===== config.mk =====
export PLATFORM = sky130hd
export DESIGN_NAME = gpmc_fifo_regs
export DESIGN_NICKNAME = d
export VERILOG_FILES = /design/src/rtl/gpmc_fifo_regs.sv
export SDC_FILE = /design/constraint.sdc
export NUM_CORES = 1
export LEC_CHECK = 0
export ABC_AREA = 1
export CAP_MARGIN = 5
export CORE_MARGIN = 4
export CORE_UTILIZATION = 60
export DETAILED_ROUTE_END_ITERATION = 6
export DONT_BUFFER_PORTS = 1
export PLACE_DENSITY_LB_ADDON = 0.3
export SETUP_SLACK_MARGIN = 0.5
export SYNTH_ARGS = -nofsm -noshare
export SYNTH_HDL_FRONTEND = slang
export SYNTH_SLANG_ARGS = --single-unit

===== constraint.sdc =====
create_clock -name GPMC_CLK -period 4.11 [get_ports GPMC_CLK]
set_clock_uncertainty 0.15 [all_clocks]
set_input_delay 0.822 -clock GPMC_CLK [delete_from_list [all_inputs] [get_ports GPMC_CLK]]
set_output_delay 0.822 -clock GPMC_CLK [all_outputs]
set_load 0.02 [all_outputs]

===== src/rtl/gpmc_fifo_regs.sv =====
// gpmc_fifo_regs
//   Memory-mapped FIFO window behind the GPMC decoded bus port. Host writes
//   to register 0 feed a TX stream toward the fabric; fabric words pushed on
//   the RX stream are read back by the host through register 1. STATUS
//   (reg 2) and CONTROL (reg 3) expose FIFO state and sticky error flags, and
//   reg 7 returns a constant ID.
//
// Ports
//   GPMC_CLK   sole clock, rising edge
//   RST        asynchronous active-high reset
//   BUS_ADDR   word register index
//   BUS_WDATA  write data
//   BUS_BE     byte enables (bit0 = [7:0])
//   BUS_WE     one-cycle write strobe
//   BUS_RE     one-cycle read strobe
//   BUS_RDATA  registered read data, valid the cycle after BUS_RE
//   TX_DATA    TX FIFO head word (show-ahead, 0 when empty)
//   TX_VALID   TX FIFO not empty
//   TX_READY   fabric accepts TX_DATA
//   RX_DATA    fabric word toward the host
//   RX_VALID   RX_DATA valid
//   RX_READY   RX FIFO can accept a word (0 while RST is high)

module gpmc_fifo_regs #(
    parameter int          DEPTH_LOG2 = 4,
    parameter logic [15:0] ID         = 16'hF1F0
) (
    input  logic        GPMC_CLK,
    input  logic        RST,
    input  logic [2:0]  BUS_ADDR,
    input  logic [15:0] BUS_WDATA,
    input  logic [1:0]  BUS_BE,
    input  logic        BUS_WE,
    input  logic        BUS_RE,
    output logic [15:0] BUS_RDATA,
    output logic [15:0] TX_DATA,
    output logic        TX_VALID,
    input  logic        TX_READY,
    input  logic [15:0] RX_DATA,
    input  logic        RX_VALID,
    output logic        RX_READY
);

    localparam int DEPTH = 1 << DEPTH_LOG2;
    localparam int CW    = DEPTH_LOG2 + 1;

    localparam logic [CW-1:0]         CNT_FULL = CW'(DEPTH);
    localparam logic [CW-1:0]         CNT_ONE  = CW'(1);
    localparam logic [DEPTH_LOG2-1:0] PTR_ONE  = DEPTH_LOG2'(1);

    localparam logic [2:0] REG_TX     = 3'd0;
    localparam logic [2:0] REG_RX     = 3'd1;
    localparam logic [2:0] REG_STATUS = 3'd2;
    localparam logic [2:0] REG_CTRL   = 3'd3;
    localparam logic [2:0] REG_ID     = 3'd7;

    // Count update; a flush overrides any same-cycle push or pop.
    function automatic logic [CW-1:0] next_count(input logic [CW-1:0] cnt,
                                                 input logic push,
                                                 input logic pop,
                                                 input logic flush);
        logic [CW-1:0] res;
        res = cnt;
        if (flush) begin
            res = '0;
        end else if (push && !pop) begin
            res = cnt + CNT_ONE;
        end else if (pop && !push) begin
            res = cnt - CNT_ONE;
        end
        return res;
    endfunction

    // Pointer update; wraps naturally at DEPTH.
    function automatic logic [DEPTH_LOG2-1:0] next_ptr(input logic [DEPTH_LOG2-1:0] ptr,
                                                       input logic adv,
                                                       input logic flush);
        logic [DEPTH_LOG2-1:0] res;
        res = ptr;
        if (flush) begin
            res = '0;
        end else if (adv) begin
            res = ptr + PTR_ONE;
        end
        return res;
    endfunction

    logic [15:0]           tx_mem_q [DEPTH];
    logic [15:0]           rx_mem_q [DEPTH];

    logic [DEPTH_LOG2-1:0] tx_wr_q, tx_wr_d, tx_rd_q, tx_rd_d;
    logic [DEPTH_LOG2-1:0] rx_wr_q, rx_wr_d, rx_rd_q, rx_rd_d;
    logic [CW-1:0]         tx_cnt_q, tx_cnt_d, rx_cnt_q, rx_cnt_d;
    logic                  txovf_q, txovf_d, rxunf_q, rxunf_d, pwerr_q, pwerr_d;
    logic [15:0]           bus_rdata_q, bus_rdata_d;

    logic tx_full, tx_empty, rx_full, rx_empty;
    logic tx_wr_acc, rx_rd_acc, ctrl_wr;
    logic flag_clr, tx_flush, rx_flush;
    logic tx_push, tx_pop, rx_push, rx_pop;
    logic txovf_evt, rxunf_evt, pwerr_evt;
    logic [15:0] status_word, ctrl_word, rd_mux;

    assign tx_full  = (tx_cnt_q == CNT_FULL);
    assign tx_empty = (tx_cnt_q == '0);
    assign rx_full  = (rx_cnt_q == CNT_FULL);
    assign rx_empty = (rx_cnt_q == '0);

    assign TX_VALID  = !tx_empty;
    assign TX_DATA   = tx_empty ? 16'h0000 : tx_mem_q[tx_rd_q];
    // Held low during reset without waiting for a clock.
    assign RX_READY  = !RST && !rx_full;
    assign BUS_RDATA = bus_rdata_q;

    always_comb begin
        tx_wr_acc = BUS_WE && (BUS_ADDR == REG_TX);
        rx_rd_acc = BUS_RE && (BUS_ADDR == REG_RX);
        ctrl_wr   = BUS_WE && (BUS_ADDR == REG_CTRL);

        flag_clr  = ctrl_wr && BUS_WDATA[0];
        tx_flush  = ctrl_wr && BUS_WDATA[1];
        rx_flush  = ctrl_wr && BUS_WDATA[2];

        // A write to a full TX FIFO is dropped even when the fabric pops in
        // the same cycle, so fullness is judged on the pre-edge count.
        txovf_evt = tx_wr_acc && tx_full;
        pwerr_evt = tx_wr_acc && (BUS_BE != 2'b11);
        rxunf_evt = rx_rd_acc && rx_empty;

        tx_push   = tx_wr_acc && (BUS_BE == 2'b11) && !tx_full && !tx_flush;
        tx_pop    = TX_VALID && TX_READY && !tx_flush;
        rx_push   = RX_VALID && RX_READY && !rx_flush;
        rx_pop    = rx_rd_acc && !rx_empty && !rx_flush;

        tx_wr_d   = next_ptr(tx_wr_q, tx_push, tx_flush);
        tx_rd_d   = next_ptr(tx_rd_q, tx_pop, tx_flush);
        rx_wr_d   = next_ptr(rx_wr_q, rx_push, rx_flush);
        rx_rd_d   = next_ptr(rx_rd_q, rx_pop, rx_flush);
        tx_cnt_d  = next_count(tx_cnt_q, tx_push, tx_pop, tx_flush);
        rx_cnt_d  = next_count(rx_cnt_q, rx_push, rx_pop, rx_flush);

        // A new event outranks a same-cycle clear.
        txovf_d   = (txovf_q && !flag_clr) || txovf_evt;
        rxunf_d   = (rxunf_q && !flag_clr) || rxunf_evt;
        pwerr_d   = (pwerr_q && !flag_clr) || pwerr_evt;

        // Read words reflect pre-edge state.
        status_word = {8'(rx_cnt_q), 1'b0, pwerr_q, rxunf_q, txovf_q,
                       rx_empty, rx_full, tx_empty, tx_full};
        ctrl_word   = {8'h00, 8'(tx_cnt_q)};

        rd_mux = 16'h0000;
        case (BUS_ADDR)
            REG_RX:     rd_mux = rx_empty ? 16'h0000 : rx_mem_q[rx_rd_q];
            REG_STATUS: rd_mux = status_word;
            REG_CTRL:   rd_mux = ctrl_word;
            REG_ID:     rd_mux = ID;
            default:    rd_mux = 16'h0000;
        endcase

        bus_rdata_d = BUS_RE ? rd_mux : bus_rdata_q;
    end

    always_ff @(posedge GPMC_CLK or posedge RST) begin
        if (RST) begin
            tx_wr_q     <= '0;
            tx_rd_q     <= '0;
            rx_wr_q     <= '0;
            rx_rd_q     <= '0;
            tx_cnt_q    <= '0;
            rx_cnt_q    <= '0;
            txovf_q     <= 1'b0;
            rxunf_q     <= 1'b0;
            pwerr_q     <= 1'b0;
            bus_rdata_q <= 16'h0000;
        end else begin
            tx_wr_q     <= tx_wr_d;
            tx_rd_q     <= tx_rd_d;
            rx_wr_q     <= rx_wr_d;
            rx_rd_q     <= rx_rd_d;
            tx_cnt_q    <= tx_cnt_d;
            rx_cnt_q    <= rx_cnt_d;
            txovf_q     <= txovf_d;
            rxunf_q     <= rxunf_d;
            pwerr_q     <= pwerr_d;
            bus_rdata_q <= bus_rdata_d;
        end
    end

    // Storage carries no reset; visibility is governed by the counts.
    always_ff @(posedge GPMC_CLK) begin
        if (tx_push) begin
            tx_mem_q[tx_wr_q] <= BUS_WDATA;
        end
        if (rx_push) begin
            rx_mem_q[rx_wr_q] <= RX_DATA;
        end
    end

endmodule


; After elaboration in Yosys (flattened, before gate mapping)
; Memory sizes are Yosys's and may differ from the RTL's.
; Cells that the tools add are included.
[word_totals]
regBits = 45
mem_bits_rw = 512
in_bits = 43
output_inout_bits = 34
word_cells = 99
mem_count = 2
[classes]
addsub = 8
n_eq_ne = 8
n_mux = 21
reduce_logical = 50
[memory_table]
columns = memory, depth, width, read_ports, rd_clocked_by_memory_dff, write_ports, line_no
row1 = rx_mem_q, 16, 16, 1, 0, 1, 89  ; logic [15:0] rx_mem_q [DEPTH];
row2 = tx_mem_q, 16, 16, 1, 0, 1, 88  ; logic [15:0] tx_mem_q [DEPTH];
[ops]
columns = operator, count
row1 = one-hot mux 16 bit (4 select lines), 1
row2 = 2-to-1 mux 16 bit, 2
row3 = 2-to-1 mux 4 bit, 8
row4 = 2-to-1 mux 5 bit, 6
row5 = logical AND 1 bit, 26
row6 = adder 4 x 1 -> 4 bit (second input constant), 4
row7 = zero test 1 bit, 12
row8 = adder 5 x 1 -> 5 bit (second input constant), 2
row9 = equality test 5 bit (second input constant), 2
row10 = zero test 5 bit, 2
row11 = subtractor 5 x 1 -> 5 bit (second input constant), 2
row12 = nonzero test 2 bit, 4
row13 = equality test 3 x 2 -> 1 bit (second input constant), 2
row14 = nonzero test 3 bit, 2
row15 = 2-to-1 mux 1 bit, 4
row16 = equality test 3 x 1 -> 1 bit (second input constant), 1
row17 = equality test 3 bit (second input constant), 1
row18 = zero test 3 bit, 1
row19 = logical OR 1 bit, 3
row20 = equality test 2 bit (second input constant), 1
row21 = inequality test 2 bit (second input constant), 1

; Depth between registers and ports, before layout
; Gate-level depths: netlist of the first run.
[depth]
ltp_word = 10
depth_mapped = 13
mapped_depth_nobuf = 13

; Least setup slack after synthesis of the first run
; No wires, ideal clock.
[synth_path]
path_kind = input to register
startpoint = in RST
endpoint = mem rx_mem_q[10][0], enable pin
setup_time_ns = 0.409
t_arrival_ns = 3.589
required_time_ns = 3.551
path_slack_ns = -0.038
stages = 6
n_path_buf = 1
path_cell_list = inv_1 nand2_1 nor2_1 nand2_2 buf_4 nor3_1
[synth_between]
elab_chain_cells = 6
[synth_rtl]
columns = element, line_no
row1 = from (decl), 29  ; input logic RST,
row2 = zero test 1 bit (no line), -
row3 = logical AND 1 bit, 112  ; assign RX_READY = !RST && !rx_full;
row4 = logical AND 1 bit (2 in series), 132  ; rx_push = RX_VALID && RX_READY && !rx_flush;
row5 = 2-to-1 mux 1 bit, 195  ; if (rx_push) begin
row6 = 2-to-1 mux 1 bit (implied by the code), 196  ; rx_mem_q[rx_wr_q] <= RX_DATA;
row7 = to (decl), 89
; Every way passes these cells.

; Worst setup path after layout of the first run
[layout_path]
startpoint = reg tx_rd_q[2]
endpoint = out TX_DATA[8]
[layout_between]
elab_chain_cells = 2
[layout_rtl]
columns = element, line_no
row1 = from (decl), 91  ; logic [DEPTH_LOG2-1:0] tx_wr_q, tx_wr_d, tx_rd_q, tx_rd_d;
row2 = from (signal assigned), 178  ; tx_rd_q <= tx_rd_d;
row3 = memory (16 x 16 bit), -
row4 = 2-to-1 mux 16 bit, 110  ; assign TX_DATA = tx_empty ? 16'h0000 : tx_mem_q[tx_rd_q];
row5 = to (decl), 36  ; output logic [15:0] TX_DATA,
; Every way passes these cells.

==> run metrics, run 1 <==
outcome=finished, final reports clean; combinational group share of total power=0.331; f_max=279 MHz; vias in the first global route=15022; startpoint types=register; HPWL Detailed=33.4 mm; period utilization=0.871; Synth Register Bits=557; CTS buffer count=54; Hold Slack=121 ps; Syn Nets=2059; IO Pins=77; Root Buffer=clkbuf_16; PnR Total Power=0.0176 W; DRC Markers=0; final setup TNS=0 ps; full die area=0.0426 mm^2; Starting Density=0.609; worst vdd ir=0.398 mV; Hold Fails Final Rpt=0; first-pass GRT wire length=87.6 mm; Vias=15696; RSZ-0062 raised after global routing=true; core box area=0.0387 mm^2; Vias/cell=6.09; chip width=206 um; RD Place Congestion=0.853; Post-Syn Area=0.0236 mm^2; # setup viols final=0; Final Max Slew Viols=0; most frequent cells in the layout=edfxtp_1, nand2_1, nand3_1; Clock Sinks=557; first drt pass iteration count=6; layout cells sized above 1=0.102; Pint=0.0113 W; crit end category=primary output; Area growth syn-to-layout=11.8%; multi-input combinational cell area=0.00603 mm^2; register area=0.0165 mm^2; Max Root-Sink Buffers=3; switch share=0.357; Syn Inst Count=1995; Crit Path Max Fanout=24; most common cell after layout, fill and taps aside=edfxtp_1; Initial DRC Count=2012; Arr. time, crit path=2610 ps; leakage=9.84 nW; Sw Pwr=0.00627 W; antenna violations before repair=1; Worst Path Required=3140 ps; Clock power frac=0.285; Antenna Cells=0; post-route cell area=0.0264 mm^2; total congestion overflow=0; WL/cell=22.7 um; Clock Latency Late Sink=630 ps; port bufs=0; PD cells=666 mW/mm^2; Setup Crit Path Kind=register to primary output; Hold WC Path Type=primary input to asynchronous set/reset pin; Detail Route Antenna Nets=0; Synth Warn #=0; fin crit period=3580 ps; syn avg cell area=11.8 um^2; sequential fraction of design power=0.384; die height=206 um; row count=72; final design utilization=0.681; maxcap violations=0; CTS tree=built; Placed Area=0.0244 mm^2; register clock-pin slew on the reported worst setup and hold paths=60 ps; Slew HR=0.183; count of cell types in the netlist=35; H-tree lvl count=2; maximum number of pins on one net before global-route repair=131; measured slew at the worst slew-check pin=1220 ps; post-synthesis sequential area ratio=0.699; Post-Route WL=58.4 mm; Filler cells=2659; GRT Total Usage=0.272; Final nets=2079
power by group through the flow:
stage / clock, W / combinational, W / sequential, W
floorplan: 0 / 0.00392 / 0.00674
global placement: 0 / 0.00528 / 0.00687
detailed placement: 0 / 0.00543 / 0.00689
CTS: 0.00504 / 0.00559 / 0.00673
global route: 0.00529 / 0.00629 / 0.00677
finish: 0.00501 / 0.00582 / 0.00674
stage by stage:
| stage | instances | worst slack [ps] |
|---|---|---|
| 6_report | 2577 | 531 |
| 5_1_grt | 2577 | 452 |
| 3_5_place_dp | 2470 | 883 |
| 3_3_place_gp | 2470 | 983 |
| 2_1_floorplan | 1995 | 630 |
| 4_1_cts | 2572 | 505 |
registers in the layout, summed over array words and instances, names as in the netlist:
register / count
BUS_RDATA: 16
pwerr_q: 1
rx_cnt_q: 5
rx_mem_q: 256
rx_rd_q: 4
rx_wr_q: 4
rxunf_q: 1
tx_cnt_q: 5
tx_mem_q: 256
tx_rd_q: 4
tx_wr_q: 4
txovf_q: 1
layer usage:
metal	GRT usage	vias to the layer above	routed length, um
met4	0.0837	0	1320
met5	0	-	0
met2	0.415	854	27000
met1	0.404	7708	23700
met3	0.0519	86	6380
li1	-	7048	-
final timing paths:
check | startpoint | to | slack [ps] | depth (start not counted)
worst max register to register | rx_cnt_q[0] | rx_cnt_q[4] | 1240 | 13
worst min-delay path | RST | BUS_RDATA[15] | 120 | 2
max in group asynchronous | RST | tx_rd_q[1] | 3210 | 2
min in group GPMC_CLK | RX_DATA[14] | rx_mem_q[7][14] | 140 | 0
worst max-delay path | tx_rd_q[2] | TX_DATA[8] | 530 | 6
worst min register to register | pwerr_q | pwerr_q | 410 | 2
cells by family after synthesis:
| kind of cell | synth area share |
|---|---|
| AO/OA/AOI/OAI | 0.0920 |
| XOR/XNOR | 0.00297 |
| adder cells (fa/ha/maj) | 0.0118 |
| buffers and inverters | 0.0532 |
| flip-flops | 0.699 |
| AND/OR/NAND/NOR | 0.141 |
worst max-delay path: stages (launching register included):
cell and delay [ps]:
dfrtp_1 390, clkinvlp_4 480, buf_4 360, o211ai_1 110, nand3_1 130, a21oi_1 300, buf_4 210
cell usage after synthesis, drive strengths merged:
library cell | number | area, um^2
a21oi | 35 | 175
buf | 78 | 443
clkbuf | 33 | 124
clkinv | 4 | 16.3
dfrtp | 45 | 1130
edfxtp | 512 | 15400
fa | 2 | 40.0
ha | 19 | 238
inv | 179 | 672
nand2 | 395 | 1510
nand3 | 231 | 1180
nand4 | 4 | 25.0
nor2 | 133 | 512
nor3 | 20 | 100
nor3b | 1 | 7.51
o211ai | 65 | 488
o21a | 48 | 360
o21ai | 95 | 475
o21bai | 64 | 480
o221ai | 17 | 149
o22ai | 7 | 43.8
xnor2 | 6 | 52.6
xor2 | 2 | 17.5
timing repair:
| action | 4_1_cts | 5_1_grt |
|---|---|---|
| endpoints found under the setup margin | 16 | 15 |
| pin swaps | 0 | 0 |
| buffers inserted | 2 | 3 |
| resized for setup | 2 | 7 |
| hold buffers | 0 | 0 |
| cloned | 0 | 2 |
final cells by class:
class | instances | share of cell area
Timing Repair Buffer | 75 | 0.0263
Inverter | 183 | 0.0270
Clock buffer | 69 | 0.0545
Sequential cell | 557 | 0.626
Multi-Input combinational cell | 1144 | 0.229
Clock inverter | 31 | 0.0135
Tap cell | 518 | 0.0246
Power figures use the tool's default switching activity.
==> run 2: changes to the inputs <==
ABC_AREA = default   (was 1)
==> run 2 against run 1 <==
Effect of this change: synthesized cell count down 47%; via count down 33%; register-to-register slack worse by 510 ps; combinational power down 33%; hold slack better by 41 ps; die area down 6.1%; critical path depth down 1; sequential cell count unchanged; cell count down 37%; sequential power up 3%; wire length down 18%; synthesized area down 6.3%.
==> run metrics, run 2 <==
outcome=finished, final reports clean; layout cells sized above 1=0.295; Synth Register Bits=557; area share of xor/xnor cells in the synthesized design=0.00554; Synth area leaders=edfxtp_1, mux4_2, dfrtp_1; RD Place Congestion=0.863; number of cells on the critical path=5; Filler cells=2157; PnR worst setup slack=470 ps; Starting Density=0.606; Clock Sinks=557; fin crit period=3640 ps; most frequent cells after synthesis=edfxtp_1, mux4_2, dfrtp_1, nand2_1; Vias/cell=6.47; Vias=10579; core box area=0.0365 mm^2; worst vdd ir=0.465 mV; WL/cell=29.4 um; Hold Fails Final Rpt=0; f_max=275 MHz; DRC Markers=0; first-pass GRT wire length=70.8 mm; EDFF count, synth=512; antenna violations before repair=1; crit end category=primary output; syn avg cell area=20.8 um^2; startpoint types=register; die height=200 um; Worst R2R Path Depth=11; Critical Path Start=tx_rd_q[0]; Syn Nets=1126; pre-CTS setup slack=586 ps; HPWL Detailed=26.7 mm; chip width=200 um; port bufs=0; measured slew at the worst slew-check pin=1100 ps; mux cell area share after synthesis=0.161; Synth Warn #=0; first drt pass iteration count=5; Post-Route WL=48.0 mm; Max Root-Sink Buffers=3; Synth async-reset ratio=0.0808; row count=70; Primary FF master, synth=edfxtp_1; final setup TNS=0 ps; vias in the first global route=10901; Final nets=1186; Synth Area in Simple Gates=0.0364; post-synthesis sequential area ratio=0.746; # setup viols final=0; Syn Inst Count=1062; Initial DRC Count=1235; Arr. time, crit path=2670 ps; CTS buffer count=53; full die area=0.0400 mm^2; Setup crit end=TX_DATA[2]; crit-path cells=buf_12 > buf_16 > mux4_2 > mux4_2 > and2_4; register clock-pin slew on the reported worst setup and hold paths=70 ps; Final Max Slew Viols=0; Buf+Inv Stages, Crit Path=2; most frequent cells in the layout=edfxtp_1, mux4_2, clkbuf_16; Slowest cell on crit path=mux4_2; RR Endpoint=rx_cnt_q[4]; Worst Path Required=3140 ps; CTS tree=built; Worst path most repeated cell=mux4_2; top-count cell post-synth=edfxtp_1; Hold WC Path Type=primary input to register; Area growth syn-to-layout=13.4%; Clock Latency Late Sink=600 ps; most common cell after layout, fill and taps aside=edfxtp_1; post-synth top area cell=edfxtp_1; post-synthesis adder-cell area fraction=0.0126; total congestion overflow=0; maximum number of pins on one net before global-route repair=46; Detail Route Antenna Nets=0; R2R Setup Slk=730 ps; period utilization=0.886; Post-Syn Area=0.0221 mm^2; RSZ-0062 raised after global routing=true; family with the most delay on the worst path=multiplexers; largest family of logic cells by synthesized area=multiplexers; Critical Path Max Stage Delay=530 ps; PD cells=631 mW/mm^2; Root Buffer=clkbuf_16; Crit Path Max Fanout=6; Setup Crit Path Kind=register to primary output; compound-gate portion of the synthesized area=0.0229; r2r startpoint=rx_cnt_q[0]; GRT Total Usage=0.244; leakage=8.14 nW; maxcap violations=0; IO Pins=77; Slew HR=0.264; H-tree lvl count=2; count of cell types in the netlist=51; Synth top area share=0.695
==> run 2: layout make-up <==
| class | count | area, um^2 | area share |
|---|---|---|---|
| timing repair buffer | 62 | 701 | 0.0279 |
| inverter | 19 | 71.3 | 0.00284 |
| sequential | 557 | 16500 | 0.658 |
| antenna | 2 | 5.00 | 0.000199 |
| tap | 468 | 586 | 0.0233 |
| clock inverter | 31 | 380 | 0.0152 |
| multi-input combinational | 429 | 5450 | 0.217 |
| clock buffer | 67 | 1390 | 0.0553 |
==> run 2: how the worst min path moves through the flow <==
stage	start	endpoint	slack [ps]	cells past startpoint
2_1_floorplan	txovf_q	txovf_q	320	1
5_1_grt	RX_DATA[12]	rx_mem_q[15][12]	140	0
6_report	RX_DATA[11]	rx_mem_q[10][11]	160	0
4_1_cts	RX_DATA[11]	rx_mem_q[2][11]	130	0
3_5_place_dp	txovf_q	txovf_q	360	1
3_3_place_gp	txovf_q	txovf_q	350	1
==> run 2: metal layers <==
metal / up-vias / global-route usage / routed length [um]
met5: - / 0 / 0
met4: 0 / 0.0747 / 1330
met3: 85 / 0.0423 / 3370
met2: 417 / 0.409 / 25100
met1: 5556 / 0.336 / 18300
li1: 4521 / - / -
==> run 2: report_power, final <==
| group | internal, W | total, W | switching, W |
|---|---|---|---|
| Clock | 0.00291 | 0.00498 | 0.00207 |
| Combinational | 0.00213 | 0.00392 | 0.00179 |
| Sequential | 0.00645 | 0.00694 | 0.000487 |
| Total | 0.0115 | 0.0158 | 0.00434 |
==> run 2: repair_timing <==
item,CTS,global route
buffers inserted,3,4
resized for setup,16,20
hold endpoints to repair,0,0
cloned,3,3
setup endpoints to repair,16,17
hold buffers,0,0
==> run 2: cell families (layout without fill, tap and decap cells) <==
logic type / count (synthesis) / count (layout)
xor gates and xnor gates: 14 / 14
other: 0 / 2
DFF: 557 / 557
muxes: 163 / 163
AOI/OAI and AO/OA: 73 / 73
buffers and inverters: 76 / 179
adders and majority gates: 21 / 21
and+or+nand+nor: 158 / 158
==> run 2: per-stage QoR <==
stage | hold slack (ps) | area (um^2) | utilization | std cells | power [W]
final | 162 | 25100 | 0.687 | 1635 | 0.0158
after CTS | 131 | 24900 | 0.682 | 1626 | 0.0157
after floorplan | 316 | 22100 | - | 1062 | 0.00967
after detailed placement | 360 | 23000 | 0.630 | 1522 | 0.0105
after global routing | 143 | 25100 | 0.687 | 1633 | 0.0165
after global placement | 354 | 23000 | 0.630 | 1522 | 0.0104
==> run 3: changes to the inputs <==
CORE_UTILIZATION = 57   (was 60)
HOLD_SLACK_MARGIN = 0.12   (was default)
TNS_END_PERCENT = 100   (was default)
clock period = 3.25 ns   (was 4.11 ns; I/O delays follow)
==> run 3 against run 2 <==
Effect of this change: the flow now finishes with violations (negative setup slack); cell count rose by 7.4%; die area rose by 5.1%; register-to-register slack got worse by 340 ps; wire length rose by 9.4%; clock power rose by 21%; sequential power rose by 24%; critical path depth did not move; global-route usage rose by 1.1 points.
==> run metrics, run 3 (synthesis results as in run 2) <==
row count=71; Clock power frac=0.294; met2 usage=0.450; core box area=0.0379 mm^2; RSZ-0062 raised after global routing=true; Vias=11156; GRT Total Usage=0.255; Post-Route WL=52.5 mm; PnR worst setup slack=-138 ps; maximum number of pins on one net before global-route repair=54; Clock Sinks=557; met1 Use GR=0.329; port bufs=0; IO Pins=77; first drt pass iteration count=6; most frequent cells in the layout=edfxtp_1, mux4_2, buf_4; Placed Area=0.0235 mm^2; Hold Fails Final Rpt=0; f_max=295 MHz; non-filler instance count after layout=1756; Pint=0.0146 W; Setup Crit Path Kind=register to primary output; HPWL Detailed=29.3 mm; vias in the first global route=11656; H-tree lvl count=2; die height=205 um; WL/cell=29.9 um; CTS tree=built; Root Buffer=clkbuf_16; Sw Pwr=0.00576 W; Starting Density=0.583; Max Root-Sink Buffers=3; register clock-pin slew on the reported worst setup and hold paths=60 ps; leakage=8.53 nW; crit end category=primary output; Worst Path Required=2450 ps; maxcap violations=0; sequential fraction of design power=0.423; most common cell after layout, fill and taps aside=edfxtp_1; CTS buffer count=54; DRC Markers=0; # setup viols final=16; GR peak layer=met2; full die area=0.0420 mm^2; startpoint types=register; placed insts=1590; routing usage on met3=0.0480; Clock Latency Late Sink=590 ps; combinational group share of total power=0.282; layout cells sized above 1=0.333; period utilization=1.04; outcome=finished, violations left; Final nets=1262; Crit Path Max Fanout=5; fin crit period=3390 ps; failing checks=negative setup slack; Slew HR=0.412; RD Place Congestion=0.900; Detail Route Antenna Nets=0; switch share=0.282; Initial DRC Count=1221; measured slew at the worst slew-check pin=881 ps; Vias/cell=6.35; total congestion overflow=0; Hold WC Path Type=primary input to register; Arr. time, crit path=2590 ps; Area growth syn-to-layout=18.0%; Final Max Slew Viols=0; chip width=205 um; worst vdd ir=0.563 mV; PD cells=782 mW/mm^2; post-route cell area=0.0261 mm^2; first-pass GRT wire length=77.2 mm; antenna violations before repair=1
## run 3: what timing repair did
action	in CTS	in global routing
buffers inserted	15	6
gates resized for setup	53	6
pin swaps	8	3
hold endpoints to repair	547	0
hold buffers	37	0
setup endpoints to repair	20	19
gates cloned	3	2
## run 3: stage by stage
| step | TNS (ps) | util | hold slack (ps) | setup WS, ps | total power [W] |
|---|---|---|---|---|---|
| after global routing | -2570 | 0.688 | 139 | -200 | 0.0212 |
| after CTS | -1880 | 0.685 | 123 | -148 | 0.0203 |
| after detailed placement | 0 | 0.621 | 338 | 210 | 0.0136 |
| final | -1610 | 0.688 | 151 | -138 | 0.0204 |
| after floorplan | 0 | - | 316 | 129 | 0.0124 |
| after global placement | 0 | 0.621 | 346 | 264 | 0.0135 |
## run 3: final cells by class
cell class	count	area, um^2
antenna	2	5.00
fill	2299	11800
sequential	557	16500
inverter	19	75.1
clock inverter	20	165
tap	511	639
multi-input combinational	429	5720
timing repair buffer	137	1450
clock buffer	81	1530
## run 3: final timing paths
kind,start,to,slack (ps),cells past startpoint
hold / removal,TX_READY,tx_cnt_q[4],150,2
setup / recovery,tx_rd_q[0],TX_DATA[11],-140,5
min in group asynchronous,RST,rx_wr_q[0],540,2
setup reg to reg,rx_cnt_q[1],rx_cnt_q[4],390,11
max in group asynchronous,RST,BUS_RDATA[7],1680,3
hold reg to reg,rxunf_q,rxunf_q,380,1
## run 3: worst max-delay path, stage by stage, from the launching register on
cell	delay (ps)
dfrtp_4	480
buf_12	160
buf_8	120
mux4_2	490
mux4_2	550
and2_4	210
## run 3: power groups by stage
| stage | registers, W | clock network [W] | logic (W) |
|---|---|---|---|
| after global placement | 0.00883 | 0 | 0.00466 |
| after detailed placement | 0.00885 | 0 | 0.00476 |
| after global routing | 0.00867 | 0.00643 | 0.00615 |
| after CTS | 0.00864 | 0.00606 | 0.00563 |
| after floorplan | 0.00852 | 0 | 0.00390 |
| final | 0.00864 | 0.00601 | 0.00576 |
## run 3: per-layer routing
layer  vias up  part of all wire
met5         -           0.00015
met1      5908              0.36
met2       494              0.54
met3        79             0.076
met4         2             0.024
li1       4673                 -
